`src/rtl/link_serial_ctrl.sv`:
```
`default_nettype none
// ============================================================================
//  Module   : link_serial_ctrl
//  Purpose  : Link-port serial controller. A CPU-visible SB shift register and
//             SC control register shift one bit per serial clock. The serial
//             clock is either generated here (internal/master) or taken from
//             the cable (external/slave).
//  Config   : LINK_FAST_CLK_EN - when defined, SC bit 1 selects the fast
//             internal clock (CLK_DIV_FAST). When undefined, sc_fast reads 0
//             and the internal clock always uses CLK_DIV_SLOW.
//  Revision : 1.0 - initial release
// ============================================================================
module link_serial_ctrl #(
  parameter int DATA_W       = 8,
  parameter int CLK_DIV_SLOW = 256,
  parameter int CLK_DIV_FAST = 8,
  parameter int SYNC_STAGES  = 2
) (
  input  logic              clk,
  input  logic              rst_n,
  input  logic              sel_sc,
  input  logic              sel_sb,
  input  logic              cpu_wr_n,
  input  logic              sc_start_in,
  input  logic              sc_int_clock_in,
  input  logic              sc_fast_in,
  input  logic [DATA_W-1:0] sb_in,
  input  logic              serial_clk_in,
  input  logic              serial_data_in,
  output logic              serial_clk_out,
  output logic              serial_data_out,
  output logic [DATA_W-1:0] sb,
  output logic              serial_irq,
  output logic              sc_start,
  output logic              sc_int_clock,
  output logic              sc_fast
);

  // Divider is wide enough for the larger half period plus one spare bit.
  localparam int DIV_MAX = (CLK_DIV_SLOW > CLK_DIV_FAST) ? CLK_DIV_SLOW : CLK_DIV_FAST;
  localparam int DIV_W   = $clog2(DIV_MAX) + 1;
  localparam int CNT_W   = $clog2(DATA_W) + 1;

  localparam logic [CNT_W-1:0] C_BITS      = CNT_W'(DATA_W);
  localparam logic [CNT_W-1:0] C_CNT_ONE   = CNT_W'(1);
  localparam logic [DIV_W-1:0] C_DIV_ONE   = DIV_W'(1);
  localparam logic [DIV_W-1:0] C_SLOW_M1   = DIV_W'(CLK_DIV_SLOW - 1);

  typedef enum logic [2:0] {
    IDLE   = 3'd0,
    INT_LO = 3'd1,
    INT_HI = 3'd2,
    EXT    = 3'd3,
    DONE   = 3'd4
  } state_t;

  state_t              state_q, state_d;
  logic [DATA_W-1:0]   sb_q, sb_d;
  logic [CNT_W-1:0]    bit_cnt_q, bit_cnt_d;
  logic [DIV_W-1:0]    div_q, div_d;
  logic                clk_out_q, clk_out_d;
  logic                data_out_q, data_out_d;
  logic                start_q, start_d;
  logic                int_clk_q, int_clk_d;
  logic                fast_rd;

  // Cable input synchronisers plus the previous synchronised clock level.
  logic [SYNC_STAGES-1:0] sclk_sync_q, sclk_sync_d;
  logic [SYNC_STAGES-1:0] sdat_sync_q, sdat_sync_d;
  logic                   sclk_prev_q, sclk_prev_d;

  logic                sclk_s;
  logic                sdat_s;
  logic                sclk_rise;
  logic                sclk_fall;
  logic                sc_wr;
  logic                sb_wr;
  logic [DATA_W-1:0]   sb_shift;
  logic [DIV_W-1:0]    run_half_m1;
  logic [DIV_W-1:0]    start_half_m1;

  // SC access has priority; SB writes are locked out while a transfer runs.
  assign sc_wr = sel_sc && !cpu_wr_n;
  assign sb_wr = sel_sb && !cpu_wr_n && !sc_wr && !start_q;

  assign sclk_s    = sclk_sync_q[SYNC_STAGES-1];
  assign sdat_s    = sdat_sync_q[SYNC_STAGES-1];
  assign sclk_rise = sclk_s && !sclk_prev_q;
  assign sclk_fall = !sclk_s && sclk_prev_q;
  assign sb_shift  = {sb_q[DATA_W-2:0], sdat_s};

`ifdef LINK_FAST_CLK_EN
  localparam logic [DIV_W-1:0] C_FAST_M1 = DIV_W'(CLK_DIV_FAST - 1);

  logic fast_q, fast_d;

  // Fast-clock select register, updated by every SC write.
  always_comb begin
    fast_d = fast_q;
    if (sc_wr) begin
      fast_d = sc_fast_in;
    end
  end

  // Fast-clock select flop.
  always_ff @(posedge clk or negedge rst_n) begin
    if (!rst_n) begin
      fast_q <= 1'b0;
    end else begin
      fast_q <= fast_d;
    end
  end

  assign fast_rd       = fast_q;
  assign run_half_m1   = fast_q ? C_FAST_M1 : C_SLOW_M1;
  // A start write uses the speed being written in the same access.
  assign start_half_m1 = sc_fast_in ? C_FAST_M1 : C_SLOW_M1;
`else
  logic unused_fast_in;
  assign unused_fast_in = sc_fast_in;
  assign fast_rd        = 1'b0;
  assign run_half_m1    = C_SLOW_M1;
  assign start_half_m1  = C_SLOW_M1;
`endif

  // Shift the cable clock and data through the synchroniser chains.
  always_comb begin
    sclk_sync_d = {sclk_sync_q[SYNC_STAGES-2:0], serial_clk_in};
    sdat_sync_d = {sdat_sync_q[SYNC_STAGES-2:0], serial_data_in};
    sclk_prev_d = sclk_s;
  end

  // Next-state logic: bit timing per state, then CPU writes override it.
  always_comb begin
    state_d    = state_q;
    sb_d       = sb_q;
    bit_cnt_d  = bit_cnt_q;
    div_d      = div_q;
    data_out_d = data_out_q;
    start_d    = start_q;
    int_clk_d  = int_clk_q;

    case (state_q)
      IDLE: begin
        state_d = IDLE;
      end

      INT_LO: begin
        if (div_q == '0) begin
          // End of the low phase: rising edge samples the cable data.
          state_d   = INT_HI;
          div_d     = run_half_m1;
          sb_d      = sb_shift;
          bit_cnt_d = bit_cnt_q - C_CNT_ONE;
        end else begin
          div_d = div_q - C_DIV_ONE;
        end
      end

      INT_HI: begin
        if (div_q == '0) begin
          div_d = run_half_m1;
          if (bit_cnt_q != '0) begin
            // Falling edge: present the next MSB on the cable.
            state_d    = INT_LO;
            data_out_d = sb_q[DATA_W-1];
          end else begin
            state_d = DONE;
            start_d = 1'b0;
          end
        end else begin
          div_d = div_q - C_DIV_ONE;
        end
      end

      EXT: begin
        if (sclk_fall) begin
          data_out_d = sb_q[DATA_W-1];
        end else if (sclk_rise) begin
          // Only rising edges count bits, so DATA_W rises end the transfer.
          sb_d      = sb_shift;
          bit_cnt_d = bit_cnt_q - C_CNT_ONE;
          if (bit_cnt_q == C_CNT_ONE) begin
            state_d = DONE;
            start_d = 1'b0;
          end
        end
      end

      DONE: begin
        state_d   = IDLE;
        bit_cnt_d = C_BITS;
      end

      default: begin
        state_d = IDLE;
      end
    endcase

    if (sc_wr) begin
      // An SC write restarts or aborts whatever is in progress, DONE included.
      sb_d      = sb_q;
      start_d   = sc_start_in;
      int_clk_d = sc_int_clock_in;
      if (sc_start_in) begin
        bit_cnt_d = C_BITS;
        div_d     = start_half_m1;
        if (sc_int_clock_in) begin
          state_d    = INT_LO;
          data_out_d = sb_q[DATA_W-1];
        end else begin
          state_d = EXT;
        end
      end else begin
        state_d = IDLE;
      end
    end else if (sb_wr) begin
      sb_d = sb_in;
    end

    // The generated clock is low only while in the low phase.
    clk_out_d = (state_d != INT_LO);
  end

  // State and datapath registers.
  always_ff @(posedge clk or negedge rst_n) begin
    if (!rst_n) begin
      state_q     <= IDLE;
      sb_q        <= '0;
      bit_cnt_q   <= C_BITS;
      div_q       <= C_SLOW_M1;
      clk_out_q   <= 1'b1;
      data_out_q  <= 1'b1;
      start_q     <= 1'b0;
      int_clk_q   <= 1'b0;
      sclk_sync_q <= '1;
      sdat_sync_q <= '1;
      sclk_prev_q <= 1'b1;
    end else begin
      state_q     <= state_d;
      sb_q        <= sb_d;
      bit_cnt_q   <= bit_cnt_d;
      div_q       <= div_d;
      clk_out_q   <= clk_out_d;
      data_out_q  <= data_out_d;
      start_q     <= start_d;
      int_clk_q   <= int_clk_d;
      sclk_sync_q <= sclk_sync_d;
      sdat_sync_q <= sdat_sync_d;
      sclk_prev_q <= sclk_prev_d;
    end
  end

  // A same-cycle SC write suppresses the completion pulse.
  assign serial_irq      = (state_q == DONE) && !sc_wr;
  assign serial_clk_out  = clk_out_q;
  assign serial_data_out = data_out_q;
  assign sb              = sb_q;
  assign sc_start        = start_q;
  assign sc_int_clock    = int_clk_q;
  assign sc_fast         = fast_rd;

endmodule
`default_nettype wire
```
`config.mk`:
```
export PLATFORM = sky130hd
export DESIGN_NAME = link_serial_ctrl
export DESIGN_NICKNAME = d
export VERILOG_FILES = /design/src/rtl/link_serial_ctrl.sv
export SDC_FILE = /design/constraint.sdc
export NUM_CORES = 1
export LEC_CHECK = 0
export ABC_AREA = 1
export CAP_MARGIN = 30
export CORE_AREA = 2 2 91 93
export DETAILED_ROUTE_END_ITERATION = 8
export DIE_AREA = 0 0 93 95
export GPL_TIMING_DRIVEN = 0
export PLACE_DENSITY = 0.4
export SLEW_MARGIN = 15
export SYNTH_ARGS = -nofsm -noshare
export SYNTH_HDL_FRONTEND = slang
export SYNTH_SLANG_ARGS = --single-unit
```
`constraint.sdc`:
```
create_clock -name clk -period 1.95 [get_ports clk]
set_input_delay 0.195 -clock clk [delete_from_list [all_inputs] [get_ports clk]]
set_output_delay 0.195 -clock clk [all_outputs]
set_load 0.05 [all_outputs]
```
### Word-level counts from Yosys, hierarchy flattened

Cells that the tools add are included.

| operators by class | value |
|---|---|
| multiplexer cells | 39 |
| reduce and logical (&&, ||, !) cells | 19 |
| $add $sub $neg | 2 |
| bitwise operators | 1 |
| equal/unequal tests | 14 |

Operator list:

| operator | count |
|---|---|
| 9-bit 2-to-1 mux | 4 |
| 8-bit 2-to-1 mux | 4 |
| 3-bit 2-to-1 mux | 8 |
| 3-bit inequality test (second input constant) | 8 |
| 4-bit 2-to-1 mux | 5 |
| 8-bit one-hot mux with 2 select lines | 1 |
| 1-bit 2-to-1 mux | 12 |
| 4-bit one-hot mux with 3 select lines | 1 |
| 9-bit zero test | 1 |
| 3-bit one-hot mux with 3 select lines | 1 |
| 9-bit by 1-bit subtractor with 9-bit output (second input constant) | 1 |
| 1-bit logical AND | 7 |
| 3-bit by 2-bit == test with 1-bit output (second input constant) | 2 |
| 6-bit AND reduction | 1 |
| 3-bit nonzero test | 2 |
| 1-bit zero test | 5 |
| 5-bit AND reduction | 1 |
| 4-bit by 1-bit == test with 1-bit output (second input constant) | 1 |
| 1-bit one-hot mux with 2 select lines | 2 |
| 4-bit nonzero test | 1 |
| 4-bit by 1-bit subtractor with 4-bit output (second input constant) | 1 |
| 3-bit by 1-bit == test with 1-bit output (second input constant) | 1 |
| 3-bit == test (second input constant) | 1 |
| 3-bit by 1-bit inequality test with 1-bit output (second input constant) | 1 |
| other kinds (3) | 3 |

| storage, ports and cells | value |
|---|---|
| input port bits | 18 |
| bits in registers | 33 |

### Depth between registers and ports, before layout

| logic depth | value |
|---|---|
| word-level depth | 7 |
| gate-level depth with buffers | 12 |
| gate-level depth less buffers | 12 |

### Least setup slack after synthesis

No wires, ideal clock.

| path | value |
|---|---|
| kind | reg2reg |
| start point | reg div_q[0] |
| end point | reg sb_q[2] (netlist: sb[2]) |
| library setup time | 0.074 ns |
| data arrival time | 1.487 ns |
| buffers on the path | 1 |
| slack | 0.389 ns |
| cell stages (with the launch flop) | 13 |
| data required time | 1.876 ns |
| cell sequence | dfstp_2 > inv_1 > ha_1 > inv_1 > nor2_2 > nand2_2 > nor2_4 > nand2_4 > nand3_4 > nand2_4 > buf_6 > nand2_2 > o21ai_2 |

| between the ends | value |
|---|---|
| word-level cells in the longest chain between the ends | 3 |

Ends and longest elaborated chain:

| item | line | RTL |
|---|---|---|
| from (decl) | 60 | `logic [DIV_W-1:0] div_q, div_d;` |
| from (signal assigned) | 243 | `div_q <= div_d;` |
| 9-bit zero test | 149 | `if (div_q == '0) begin` |
| 3-bit inequality test (no source line) | -- |  |
| 5-bit AND reduction (no source line) | -- |  |
| to (signal assigned) | 229 | `sb_q <= '0;` |
| to (signal assigned) | 241 | `sb_q <= sb_d;` |
| to (decl) | 58 | `logic [DATA_W-1:0] sb_q, sb_d;` |

No other way between the ends.
A chain may end at the register's enable or synchronous reset.

### Worst setup path after layout

| path | value |
|---|---|
| start point | reg data_out_q (netlist: serial_data_out) |
| end point | out serial_data_out |

RTL lines:

| item | line | RTL |
|---|---|---|
| from (decl) | 62 | `logic data_out_q, data_out_d;` |
| from (signal assigned) | 245 | `data_out_q <= data_out_d;` |
| to (decl) | 31 | `output logic serial_data_out,` |

No word-level cell between the ends.

==> impl_metrics.py <==
metrics = {
    "outcome": {
        "status": "complete, no violations",
    },
    "sta": {
        "final_max_slew_viol_count": 0,
        "max_slew_margin_pct": 65.7,
        "hold_viol": 0,
        "skew_ns": 0.00903,
        "fin_crit_sh_pct": 92.8,
        "worst_pin_slew_ns": 0.513,
        "min_period_ns": 1.81,
        "finalSetupViolCount": 0,
        "hold-worst-slack_ns": 0.312,
        "clock.fmax_mhz": 553,
        "grt_setup_unrepaired": "no",
    },
    "synthesis": {
        "syn_inst": 199,
        "synth_cell_type_count": 30,
        "ys_async_sr_fraction_pct": 100,
        "synth_edf_count": 0,
        "synth_fp_nets": 221,
        "yosysSeqAreaShare_pct": 48.1,
        "ys_seq_elements": 33,
        "synth.cell_area_um2": 1760,
        "synthFlopType": "dfrtp_1",
        "yosys_warnings": 0,
        "synth.avg_cell_area_um2": 8.83,
    },
    "placed_design": {
        "hpwl_um": 2920,
        "gp_congestion": 0.782,
        "io_buffer_count": 29,
    },
    "critical_path": {
        "ff2ff_setup_slack_ns": 0.22,
        "cp-end-kind": "output pin",
        "reg2reg_from": "div_q[0]$_DFF_PN1_",
        "worstPathRequired_ns": 1.75,
        "r2r_end": "sb[1]$_DFFE_PN0P_",
        "critPathTopFamily": "buffers and inverters",
        "slowest_delay_ns": 0.79,
        "path_buf_inv": 1,
        "worstPathCellList": "clkdlybuf4s50_1",
        "arrival_ns": 1.61,
        "worstSetupPathType": "register to output pin",
        "critical-path-slowest-cell": "clkdlybuf4s50_1",
        "cp_max_fo": 2,
        "worst_setup_path_start_kind": "register",
        "rr_worst_depth": 12,
    },
    "drt": {
        "viasPerCell": 4.09,
        "antenna_left": 0,
        "num_vias": 1402,
        "totalWireLength_um": 3830,
        "wl_per_cell_um": 11.2,
        "first_pass_iters": 4,
        "drtIter0Drc": 71,
        "drcViolationCount": 0,
    },
    "global_routing": {
        "grt_max_degree": 25,
        "grt-ovfl-total": 0,
        "grtUsageTotal_pct": 9.32,
        "grt_antenna_before_repair": 0,
        "grt_pass1_vias": 1419,
        "grt_pass1_wl_um": 6380,
    },
    "floorplan": {
        "die_h_um": 95,
        "die_area_um2": 8840,
        "io_pins": 32,
        "rows": 33,
        "initial_utilization_pct": 22.2,
        "coreArea_um2": 7930,
        "die_w_um": 93,
    },
    "clock_network": {
        "cts_setup_buffers": 0,
        "clk_latency_ns": 0.29,
        "cts_buffers": 5,
        "clkTransAtPathRegs_ns": 0.07,
        "cts_tree": "yes",
        "cts_sinks": 33,
        "root_buffer": "clkbuf_8",
        "cts_max_path_buffers": 2,
        "htree_levels": 2,
    },
    "job": {
        "drv_cap": 0,
    },
    "power_and_ir_drop": {
        "powerDensity_nw_per_um2": 1360,
        "p_leak_nw": 1.10,
        "peakVddDrop_mv": 0.432,
    },
    "cells_and_area": {
        "fillCellCount": 891,
        "diodes": 0,
        "utilization_pct": 29.2,
        "drive_gt1_share_pct": 21.8,
        "final_nets": 259,
        "area_growth_pct": 32.0,
    },
    "hold_path": {
        "hold_end": "sdat_sync_q[0]$_DFF_PN1_",
        "hold_path_class": "input pin to register",
        "whs_path_depth": 1,
        "hp-start": "serial_data_in",
    },
}
==> cell families (layout without fill, tap and decap cells) <==
logic type               count (synthesis)  count (layout)  share of synthesized area (%)
AO/OA/AOI/OAI                           27              27                           10.0
adder cells (fa/ha/maj)                  4               4                           2.85
XOR/XNOR                                 1               1                          0.499
other                                    1               1                          0.213
buffers and inverters                   25              64                           6.13
multiplexers                             8               8                           4.56
AND/OR/NAND/NOR                        100             100                           27.6
flip-flops                              33              33                           48.1
==> power by group <==
| group | switching (W) | total, W | internal (W) |
|---|---|---|---|
| sequential | 0.000159 | 0.00110 | 0.000938 |
| combinational | 0.000907 | 0.00140 | 0.000493 |
| clock | 0.000250 | 0.000666 | 0.000417 |
| total | 0.00132 | 0.00316 | 0.00185 |
==> per-layer routing <==
| layer | vias up | track usage [%] | wire length [µm] |
|---|---|---|---|
| li1 | 719 | - | - |
| met1 | 650 | 11.7 | 1840 |
| met2 | 27 | 14.9 | 1750 |
| met3 | 6 | 2.95 | 183 |
| met4 | 0 | 3.68 | 64 |
| met5 | - | 0 | 0 |
==> how the worst max path moves through the flow <==
stage / slack [ns] / end / cells after the start / start
after floorplan: 0.39 / sb[2]$_DFFE_PN0P_ / 12 / div_q[0]$_DFF_PN1_
after global placement: -0.11 / sb[7]$_DFFE_PN0P_ / 1 / rst_n
after detailed placement: 0.03 / serial_irq / 4 / cpu_wr_n
after CTS: 0.12 / serial_data_out / 1 / serial_data_out$_DFF_PN1_
after global routing: 0.05 / sb[1]$_DFFE_PN0P_ / 12 / div_q[0]$_DFF_PN1_
final: 0.14 / serial_data_out / 1 / serial_data_out$_DFF_PN1_
==> sequential cells by signal (all words and copies together) (netlist names) <==
signal and cells:
div_q 9, sb 8, bit_cnt_q 4, state_q 3, sclk_sync_q 2, sdat_sync_q 2, sc_int_clock 1, sc_start 1
sclk_prev_q 1, serial_clk_out 1, serial_data_out 1
==> cells in the mapped netlist, types with 3 or more instances <==
| library cell | instances | area, µm² |
|---|---|---|
| nand2_1 | 45 | 169 |
| inv_1 | 20 | 75.1 |
| nor2_1 | 19 | 71.3 |
| dfrtp_1 | 17 | 425 |
| nand3_1 | 17 | 85.1 |
| dfstp_2 | 16 | 420 |
| o21ai_0 | 9 | 45.0 |
| mux2i_1 | 8 | 80.1 |
| o21ai_2 | 8 | 70.1 |
| a21oi_1 | 5 | 25.0 |
| ha_1 | 4 | 50.1 |
| nor2_2 | 4 | 25.0 |
| nand2_2 | 3 | 18.8 |
| nand2_4 | 3 | 33.8 |
==> layout by cell type, fill, tap and decap left out, types with 2 or more instances in the layout <==
cell type        instances
a21oi_1                  5
clkbuf_8                 6
clkdlybuf4s50_1         27
dfrtp_1                 17
dfstp_2                 16
ha_1                     4
inv_1                   20
inv_2                    2
mux2i_1                  8
nand2_1                 45
nand2_2                  3
nand2_4                  3
nand3_1                 17
nand3b_1                 2
nor2_1                  19
nor2_2                   4
nor2_4                   2
nor3_1                   2
o211ai_1                 2
o21ai_0                  9
o21ai_2                  8
==> cell type report <==
cell class	count	area, µm²	share of cell area, %
Buffer	2	18.8	0.809
Sequential cell	33	846	36.5
Inverter	23	88.8	3.83
Timing Repair Buffer	31	314	13.5
Clock buffer	7	86.3	3.72
Tap cell	105	131	5.67
Multi-Input combinational cell	141	803	34.6
Clock inverter	1	30.0	1.30
==> repair_timing <==
| action | in CTS | in global routing |
|---|---|---|
| hold buffers | 1 | 0 |
| endpoints found under the setup margin | 1 | 0 |
| endpoints found under the hold margin | 4 | 0 |
| resized for setup | 1 | 0 |
==> through the flow <==
stage / power, W / setup WS, ns / TNS (ns) / instance area (µm²) / instances
after global placement: 0.00251 / -0.109 / -1.82 / 2180 / 333
after global routing: 0.00340 / 0.0466 / 0 / 2320 / 343
final: 0.00316 / 0.140 / 0 / 2320 / 343
after floorplan: 0.00208 / 0.389 / 0 / 1760 / 199
after CTS: 0.00322 / 0.117 / 0 / 2320 / 343
after detailed placement: 0.00252 / 0.0343 / 0 / 2190 / 334
(Power assumes the default switching activity.)
